`src/rtl/arb_priority_rr8_if.sv`:
```
// Request/grant bundle between the clients and the eight-way arbiter.
// The master side drives requests and mode; the slave (arbiter) returns the grant.
interface arb_priority_rr8_if #(
  parameter int NUM_REQ = 8,
  parameter int IDX_W   = 3
) ();
  logic [NUM_REQ-1:0] req;
  logic               mode;
  logic [NUM_REQ-1:0] gnt;
  logic [IDX_W-1:0]   gnt_idx;
  logic               gnt_valid;
  logic               timeout;

  modport master (
    output req, mode,
    input  gnt, gnt_idx, gnt_valid, timeout
  );

  modport slave (
    input  req, mode,
    output gnt, gnt_idx, gnt_valid, timeout
  );
endinterface

```
`src/rtl/arb_priority_rr8.sv`:
```
// Eight-requester arbiter with fixed-priority / round-robin selection,
// hold-until-release ownership and a bounded hold time. All outputs registered.
module arb_priority_rr8 #(
  parameter int NUM_REQ  = 8,
  parameter int IDX_W    = 3,
  parameter int MAX_HOLD = 16
) (
  input  logic                clk,
  input  logic                rst_n,
  arb_priority_rr8_if.slave   bus
);

  typedef enum logic {IDLE, GRANT} state_t;

  localparam logic [7:0] HOLD_MAX = 8'(MAX_HOLD);

  state_t             state, state_n;
  logic [NUM_REQ-1:0] gnt_q, gnt_n;
  logic [IDX_W-1:0]   idx_q, idx_n;
  logic               vld_q, vld_n;
  logic               tmo_q, tmo_n;
  logic [IDX_W-1:0]   ptr_q, ptr_n;
  logic [7:0]         hold_q, hold_n;

  logic [NUM_REQ-1:0] others;
  logic               do_grant;
  logic [IDX_W-1:0]   grant_i;

  // mode 0: highest set bit; mode 1: first set bit searching down from p, wrapping
  function automatic logic [IDX_W-1:0] win(input logic [NUM_REQ-1:0] mask,
                                           input logic m,
                                           input logic [IDX_W-1:0] p);
    logic [IDX_W-1:0] r;
    logic [IDX_W-1:0] c;
    logic             hit;
    r   = '0;
    c   = '0;
    hit = 1'b0;
    if (!m) begin
      for (int i = 0; i < NUM_REQ; i++)
        if (mask[i]) r = IDX_W'(i);
    end else begin
      for (int k = 0; k < NUM_REQ; k++) begin
        c = p - IDX_W'(k);
        if (!hit && mask[c]) begin
          r   = c;
          hit = 1'b1;
        end
      end
    end
    return r;
  endfunction

  assign others = bus.req & ~(NUM_REQ'(1) << idx_q);

  always_comb begin
    state_n  = state;
    gnt_n    = gnt_q;
    idx_n    = idx_q;
    vld_n    = vld_q;
    tmo_n    = 1'b0;
    ptr_n    = ptr_q;
    hold_n   = hold_q;
    do_grant = 1'b0;
    grant_i  = '0;

    case (state)
      IDLE: begin
        if (bus.req != '0) begin
          do_grant = 1'b1;
          grant_i  = win(bus.req, bus.mode, ptr_q);
        end
      end
      GRANT: begin
        if (bus.req[idx_q]) begin
          if (hold_q < HOLD_MAX) begin
            hold_n = hold_q + 8'd1;
          end else if (others != '0) begin
            do_grant = 1'b1;
            grant_i  = win(others, bus.mode, ptr_q);
            tmo_n    = 1'b1;
          end else begin
            hold_n = 8'd1;
          end
        end else if (bus.req != '0) begin
          do_grant = 1'b1;
          grant_i  = win(bus.req, bus.mode, ptr_q);
        end else begin
          state_n = IDLE;
          gnt_n   = '0;
          idx_n   = '0;
          vld_n   = 1'b0;
          hold_n  = 8'd0;
        end
      end
      default: state_n = IDLE;
    endcase

    // every grant, forced or not, moves the round-robin pointer just below the winner
    if (do_grant) begin
      state_n = GRANT;
      gnt_n   = NUM_REQ'(1) << grant_i;
      idx_n   = grant_i;
      vld_n   = 1'b1;
      ptr_n   = grant_i - IDX_W'(1);
      hold_n  = 8'd1;
    end
  end

  always_ff @(posedge clk) begin
    if (!rst_n) begin
      state  <= IDLE;
      gnt_q  <= '0;
      idx_q  <= '0;
      vld_q  <= 1'b0;
      tmo_q  <= 1'b0;
      ptr_q  <= IDX_W'(NUM_REQ - 1);
      hold_q <= 8'd0;
    end else begin
      state  <= state_n;
      gnt_q  <= gnt_n;
      idx_q  <= idx_n;
      vld_q  <= vld_n;
      tmo_q  <= tmo_n;
      ptr_q  <= ptr_n;
      hold_q <= hold_n;
    end
  end

  assign bus.gnt       = gnt_q;
  assign bus.gnt_idx   = idx_q;
  assign bus.gnt_valid = vld_q;
  assign bus.timeout   = tmo_q;

endmodule

```
`src/flat_wrapper.sv`:
```
// flat-port wrapper written by rule: the top's interface ports become plain ports
module arb_priority_rr8_flat 
#(
  parameter int NUM_REQ  = 8,
  parameter int IDX_W    = 3,
  parameter int MAX_HOLD = 16
)
  (clk, rst_n, bus_req, bus_mode, bus_gnt, bus_gnt_idx, bus_gnt_valid, bus_timeout);
  arb_priority_rr8_if #(.NUM_REQ(NUM_REQ), .IDX_W(IDX_W)) bus_i ();
  input  logic clk;
  input  logic rst_n;
  input wire logic [$bits(bus_i.req)-1:0] bus_req;
  input wire logic [$bits(bus_i.mode)-1:0] bus_mode;
  output wire logic [$bits(bus_i.gnt)-1:0] bus_gnt;
  output wire logic [$bits(bus_i.gnt_idx)-1:0] bus_gnt_idx;
  output wire logic [$bits(bus_i.gnt_valid)-1:0] bus_gnt_valid;
  output wire logic [$bits(bus_i.timeout)-1:0] bus_timeout;
  assign bus_i.req = bus_req;
  assign bus_i.mode = bus_mode;
  assign bus_gnt = bus_i.gnt;
  assign bus_gnt_idx = bus_i.gnt_idx;
  assign bus_gnt_valid = bus_i.gnt_valid;
  assign bus_timeout = bus_i.timeout;
  arb_priority_rr8 #(.NUM_REQ(NUM_REQ), .IDX_W(IDX_W), .MAX_HOLD(MAX_HOLD)) u_core (.clk(clk), .rst_n(rst_n), .bus(bus_i));
endmodule
```
`config.mk`:
```
export PLATFORM = sky130hd
export DESIGN_NAME = arb_priority_rr8_flat
export DESIGN_NICKNAME = d
export VERILOG_FILES = /design/src/rtl/arb_priority_rr8_if.sv /design/src/rtl/arb_priority_rr8.sv /design/src/flat_wrapper.sv
export SDC_FILE = /design/constraint.sdc
export NUM_CORES = 1
export LEC_CHECK = 0
export CORE_MARGIN = 4
export CORE_UTILIZATION = 35
export DETAILED_ROUTE_END_ITERATION = 8
export PLACE_DENSITY_LB_ADDON = 0.08
export RECOVER_POWER = 50
export REMOVE_ABC_BUFFERS = 1
export SLEW_MARGIN = 25
export SYNTH_ARGS = -nofsm -noshare
export SYNTH_HDL_FRONTEND = slang
export SYNTH_SLANG_ARGS = --single-unit
```
`constraint.sdc`:
```
create_clock -name clk -period 4.7 [get_ports clk]
set_clock_uncertainty 0.15 [all_clocks]
set_input_delay 1.175 -clock clk [delete_from_list [all_inputs] [get_ports clk]]
set_output_delay 1.175 -clock clk [all_outputs]
set_load 0.02 [all_outputs]
```
==> reports/results.tsv, run 1 <==
metric	value	unit
synth_top_cell_by_area	dfxtp_1	
leakage	1.71	nW
start_util	36.4	%
final_common_cell	buf_4	
cp_num_buf_inv	3	
hold_ws	314	ps
drc	0	
synth.top_cells.by_area	dfxtp_1 (15%), mux4_2 (13%), a21oi_1 (5.7%), mux2i_1 (5.6%), nand2_1 (4.1%)	
antenna_cells	0	
vdd_drop_max	0.269	mV
cts.sinks	25	
path_cells	clkdlybuf4s50_1 -> buf_4 -> o311ai_0 -> o21ai_1 -> mux4_2 -> or3_4 -> nor4_2 -> a31oi_1 -> o21ai_2 -> a22oi_4 -> buf_4 -> or3_1 -> a21oi_1	
fin_crit	4580	ps
slew_headroom	36.7	%
min_from	u_core.bus.gnt[7]	
cpMostUsedCell	buf_4	
grt.overflow.total	0	
clk_pin_slew	90	ps
cellPowerDensity	656	nW/um^2
core.rowCount	35	
cts_buffer_depth	2	
cts_buffers	3	
fp.coreArea	9370	sq um
maxSlewViolCount	0	
regToRegStartpoint	u_core.ptr_q[0]	
r2r_slack	590	ps
r2r-end	u_core.bus.gnt[1]	
h-tree-depth	1	
gp_congestion	0.943	
hold_end	u_core.bus.gnt[7]	
ctsHoldBuffers	0	
grt_max_degree	46	
rsz0062_at_grt	false	
cp_top_family	simple AND/OR/NAND/NOR gates	
die_w	107	microns
grt_pass1_vias	3761	
ant_nets	0	
worstSetupEndpointType	flip-flop	
drtPass1Iterations	7	
area_delta_synth_final	25.1	%
numPortBuffers	23	
cp_max_fo	7	
layout_common_cells	buf_4 (71), a21oi_1 (39), nand2_1 (37)	
ys_warn_count	0	
ios	24	
layout-drive-gt1-share	24.6	%
cp.required	4750	ps
finalNetCount	516	
setup_viol	0	
synth_top_area_share	14.7	%
clockRootBuffer	clkbuf_8	
hold_class	reg -> reg	
yosysSeqAreaShare	14.7	%
outcome	finished, final reports clean	
vias	3801	
synth.distinct_cells	73	
report.final.hold_viol_count	0	
nFillCells	985	
p_total	2.80	mW
max_freq	0.219	GHz
worst_pin_slew	948	ps
maxCapViolations	0	
avgSynthCellArea	7.82	sq um
via_per_inst	6.05	
post-route-util	45.5	%
slowest_delay	560	ps
crit_type	in -> reg	
routed_wl	12100	microns
drt_iter0_drc	282	
grt_usage	21.6	%
die_h	107	microns
antenna_found_initial	0	
fin_crit_sh	97.4	%
dieArea	11400	sq um
ys.flop_type	dfxtp_1	
cp.arrival	4630	ps
synth_area	3410	sq um
start_kind	input port	
hold_depth	2	
slowest_stage	mux4_2	
syn_inst	436	
synth-async-reset-ratio	0	%
grt_pass1_wl	20000	microns
synth_seq_cells	25	
wl_per_cell	19.3	microns
clk_latency	280	ps
cts_tree	done	
worstRegToRegCells	14	
hpwl	9270	microns
synth_edf_count	0	
==> logic make-up (layout without fill, tap and decap cells) <==
group,Yosys count,in the layout,synth area share [%]
AND/OR/NAND/NOR,148,148,22.2
XOR/XNOR,5,5,1.29
buffers and inverters,53,116,6.64
flip-flops,25,25,14.7
AO/OA/AOI/OAI,153,153,31.9
multiplexers,47,47,21.4
adder cells (fa/ha/maj),5,5,1.84
==> report_power, final <==
part           switching [mW]  internal (mW)  total [mW]
registers              0.0974          0.253       0.350
logic                    1.25           1.06        2.31
clock network          0.0751         0.0603       0.135
==> through the flow <==
stage               instance area, sq um  cells  worst slack (ps)  setup TNS, ps
finish                              4270    628               124              0
global route                        4270    628              3.95              0
CTS                                 4230    627              16.0              0
detailed placement                  4180    623              -273          -1240
global placement                    4180    623              -283          -1650
floorplan                           3250    400              -257           -530
==> Yosys cell counts (3+ instances only) <==
master / number
buf_4: 3
a31oi_1: 10
nor4_1: 4
o41ai_1: 3
clkbuf_1: 21
buf_1: 4
inv_1: 15
nand3b_1: 7
o2111ai_1: 5
nor2_1: 36
nor2b_1: 6
or3_1: 5
ha_1: 5
mux2_2: 8
a22oi_1: 7
o21ai_0: 19
nand2b_1: 8
a211oi_1: 4
a32o_1: 5
nor3_1: 10
o221ai_1: 4
xnor2_1: 3
o211a_1: 3
o22ai_1: 7
and2_1: 6
o32ai_1: 4
o21a_1: 3
mux2i_1: 19
buf_2: 7
a32oi_1: 4
o31ai_1: 3
nand3_1: 14
a2bb2oi_1: 3
nand2_1: 37
a21oi_1: 39
dfxtp_1: 25
mux4_2: 20
==> flip-flops by register name (all words and copies together), names as in the netlist <==
register	count
u_core.ptr_q	3
u_core.state	1
u_core.bus.gnt_valid	1
u_core.bus.timeout	1
u_core.bus.gnt_idx	3
u_core.hold_q	8
u_core.bus.gnt	8
==> layer usage <==
layer	up-vias	GRT usage [%]	wire [microns]
li1	1817	-	-
met1	1813	29.7	5560
met2	140	35.3	5530
met3	31	2.17	631
met4	0	7.49	430
met5	-	0	0
==> final cells by class <==
cell class | instances | area [sq um] | area share [%]
Multi-Input combinational cell | 358 | 2710 | 63.5
Clock inverter | 1 | 7.51 | 0.176
Inverter | 17 | 63.8 | 1.50
Timing Repair Buffer | 95 | 783 | 18.4
Clock buffer | 3 | 41.3 | 0.968
Tap cell | 129 | 161 | 3.78
Sequential cell | 25 | 500 | 11.7
==> worst max path at each step <==
stage | start | endpoint | depth (start not counted)
final | bus_req[0] | u_core.bus.gnt[6] | 13
after global routing | bus_req[0] | u_core.bus.gnt[6] | 13
after CTS | bus_req[0] | u_core.bus.gnt[6] | 13
after detailed placement | bus_req[0] | u_core.bus.gnt[6] | 13
after global placement | bus_req[0] | u_core.bus.gnt[6] | 13
after floorplan | u_core.ptr_q[0] | u_core.bus.gnt[4] | 15
==> repair_timing <==
action | CTS | global route
gates resized for setup | 0 | 5
buffers inserted | 0 | 1
endpoints found under the setup margin | 0 | 10
==> worst reg2reg max path: cells and delay by family (launching register included) <==
family / cells / cell delay [ps]
buffers and inverters: 3 / 500
muxes: 1 / 610
and+or+nand+nor: 4 / 600
AOI/OAI and AO/OA: 5 / 1220
adders and majority gates: 1 / 650
DFF: 1 / 340
Power figures use the tool's default switching activity.
==> run 2: changes to the inputs <==
--- a/config.mk
+++ b/config.mk
@@ -11,6 +11,7 @@
 export PLACE_DENSITY_LB_ADDON = 0.08
 export RECOVER_POWER = 50
 export REMOVE_ABC_BUFFERS = 1
+export SETUP_SLACK_MARGIN = 0.05
 export SLEW_MARGIN = 25
 export SYNTH_ARGS = -nofsm -noshare
 export SYNTH_HDL_FRONTEND = slang
==> run 2 against run 1 <==
Sequential share of layout area is essentially flat; critical path type unchanged; critical endpoint unchanged; largest power group unchanged; cell area increased by 0.12%; setup slack gained 46 ps; largest cell class unchanged; hold slack is the same.
==> reports/results.tsv, run 2 (synthesis results as in run 1) <==
metric	value	unit
outcome	finished, final reports clean	
path_cells	clkdlybuf4s50_1 -> buf_4 -> mux4_2 -> nand2b_1 -> a311oi_1 -> o311ai_1 -> nor3_1 -> a2111oi_0 -> buf_4 -> a2bb2oi_2 -> buf_4 -> or3_1 -> a21oi_1	
cpMostUsedCell	buf_4	
cts_buffers	3	
r2r_slack	600	ps
slowest_delay	490	ps
max_freq	0.221	GHz
crit_type	in -> reg	
grt_usage	21.6	%
nFillCells	984	
die_w	107	microns
antenna_cells	0	
die_h	107	microns
grt_pass1_vias	3761	
hold_class	reg -> reg	
fin_crit_sh	96.4	%
grt_max_degree	46	
pre_cts_ws	-273	ps
cp_max_fo	12	
ios	24	
drtPass1Iterations	7	
start_util	36.4	%
cts_tree	done	
placed_cells	623	
cts.sinks	25	
vias	3827	
grt_pass1_wl	20000	microns
layout_setup_ws	170	ps
antenna_found_initial	0	
clockRootBuffer	clkbuf_8	
fp.coreArea	9370	sq um
fin_crit	4530	ps
h-tree-depth	1	
layout_common_cells	buf_4 (71), a21oi_1 (39), nand2_1 (37)	
maxCapViolations	0	
start_kind	input port	
cp.arrival	4580	ps
area_delta_synth_final	25.3	%
maxSlewViolCount	0	
numPortBuffers	23	
final_common_cell	buf_4	
cp.required	4750	ps
clk_pin_slew	90	ps
core.rowCount	35	
cp_num_buf_inv	4	
clk_latency	280	ps
drc	0	
cts_buffer_depth	2	
cellPowerDensity	656	nW/um^2
leakage	1.72	nW
instances_no_fill	628	
multi_input_area	2710	sq um
slew_headroom	36.5	%
finalNetCount	516	
via_per_inst	6.09	
report.final.hold_viol_count	0	
worst_pin_slew	952	ps
ant_nets	0	
worstSetupEndpointType	flip-flop	
regArea	500	sq um
routed_wl	12100	microns
hpwl	9270	microns
grt.overflow.total	0	
gp_congestion	0.943	
layout-drive-gt1-share	24.6	%
setup_viol	0	
dieArea	11400	sq um
wl_per_cell	19.3	microns
cp_top_family	buffers and inverters	
drt_iter0_drc	281	
rsz0062_at_grt	false	
vdd_drop_max	0.269	mV
slowest_stage	mux4_2	
## run 2: cell types whose count changed in the layout (fill, tap and decap cells not counted), sizes merged
cell           previous run  this run
clkdlybuf4s50            10         8
dlymetal6s2s              0         2
## run 2: per-stage QoR
step | TNS [ps] | util [%] | hold slack [ps] | total power, mW | cell area, sq um
global placement | -1650 | 44.6 | 296 | 2.62 | 4180
global route | 0 | 45.6 | 333 | 3.03 | 4270
finish | 0 | 45.6 | 314 | 2.80 | 4270
floorplan | -530 | - | 281 | 1.79 | 3250
CTS | 0 | 45.2 | 318 | 2.74 | 4230
detailed placement | -1240 | 44.6 | 298 | 2.60 | 4180
## run 2: path summary, 6_finish.rpt
kind / to / cells past startpoint / startpoint
max reg2reg: u_core.bus.gnt[1] / 14 / u_core.ptr_q[0]
min: u_core.bus.gnt[7] / 2 / u_core.bus.gnt[7]
min reg2reg: u_core.bus.gnt[7] / 2 / u_core.bus.gnt[7]
max: u_core.bus.gnt[6] / 13 / bus_req[1]
## run 2: power by group
part	internal, mW	switching, mW
logic	1.06	1.26
registers	0.253	0.0969
clock network	0.0603	0.0751
## run 2: worst reg2reg max path, stage by stage, from the launching register on
cell and delay [ps]:
dfxtp_1 340, inv_1 130, ha_1 650, mux4_2 600, buf_4 170, nor3_1 140, a311oi_1 100, o311ai_1 310
nor3_1 130, a2111oi_0 420, buf_4 200, a2bb2oi_2 250, and2_1 240, a32oi_1 120, nor2_1 90
## run 2: cell type report
| class | instances | share of cell area (%) |
|---|---|---|
| timing repair buffer | 95 | 18.5 |
| tap | 129 | 3.78 |
| multi-input combinational | 358 | 63.4 |
| sequential | 25 | 11.7 |
| clock inverter | 1 | 0.176 |
| clock buffer | 3 | 0.967 |
| inverter | 17 | 1.49 |
## run 2: per-layer routing
layer  up-vias  global-route usage [%]  part of all wire, %
met2       170                    35.3                   45
li1       1818                       -                    -
met5         -                       0                    0
met4         0                    7.49                  3.6
met3        36                    2.17                  5.8
met1      1803                    29.7                   46
## run 2: repair_timing
item / in CTS / in global routing
endpoints found under the hold margin: 0 / 0
pin swaps: 0 / 0
hold buffers: 0 / 0
buffers inserted: 0 / 1
cloned: 0 / 0
setup endpoints to repair: 1 / 11
resized for setup: 1 / 7
==> run 3: changes to the inputs <==
--- a/config.mk
+++ b/config.mk
@@ -12,7 +12,6 @@
 export RECOVER_POWER = 50
 export REMOVE_ABC_BUFFERS = 1
 export SETUP_SLACK_MARGIN = 0.05
-export SLEW_MARGIN = 25
 export SYNTH_ARGS = -nofsm -noshare
 export SYNTH_HDL_FRONTEND = slang
 export SYNTH_SLANG_ARGS = --single-unit
==> results of run 3 <==
The final DEF is identical to that of run 2; final timing and power are the same.
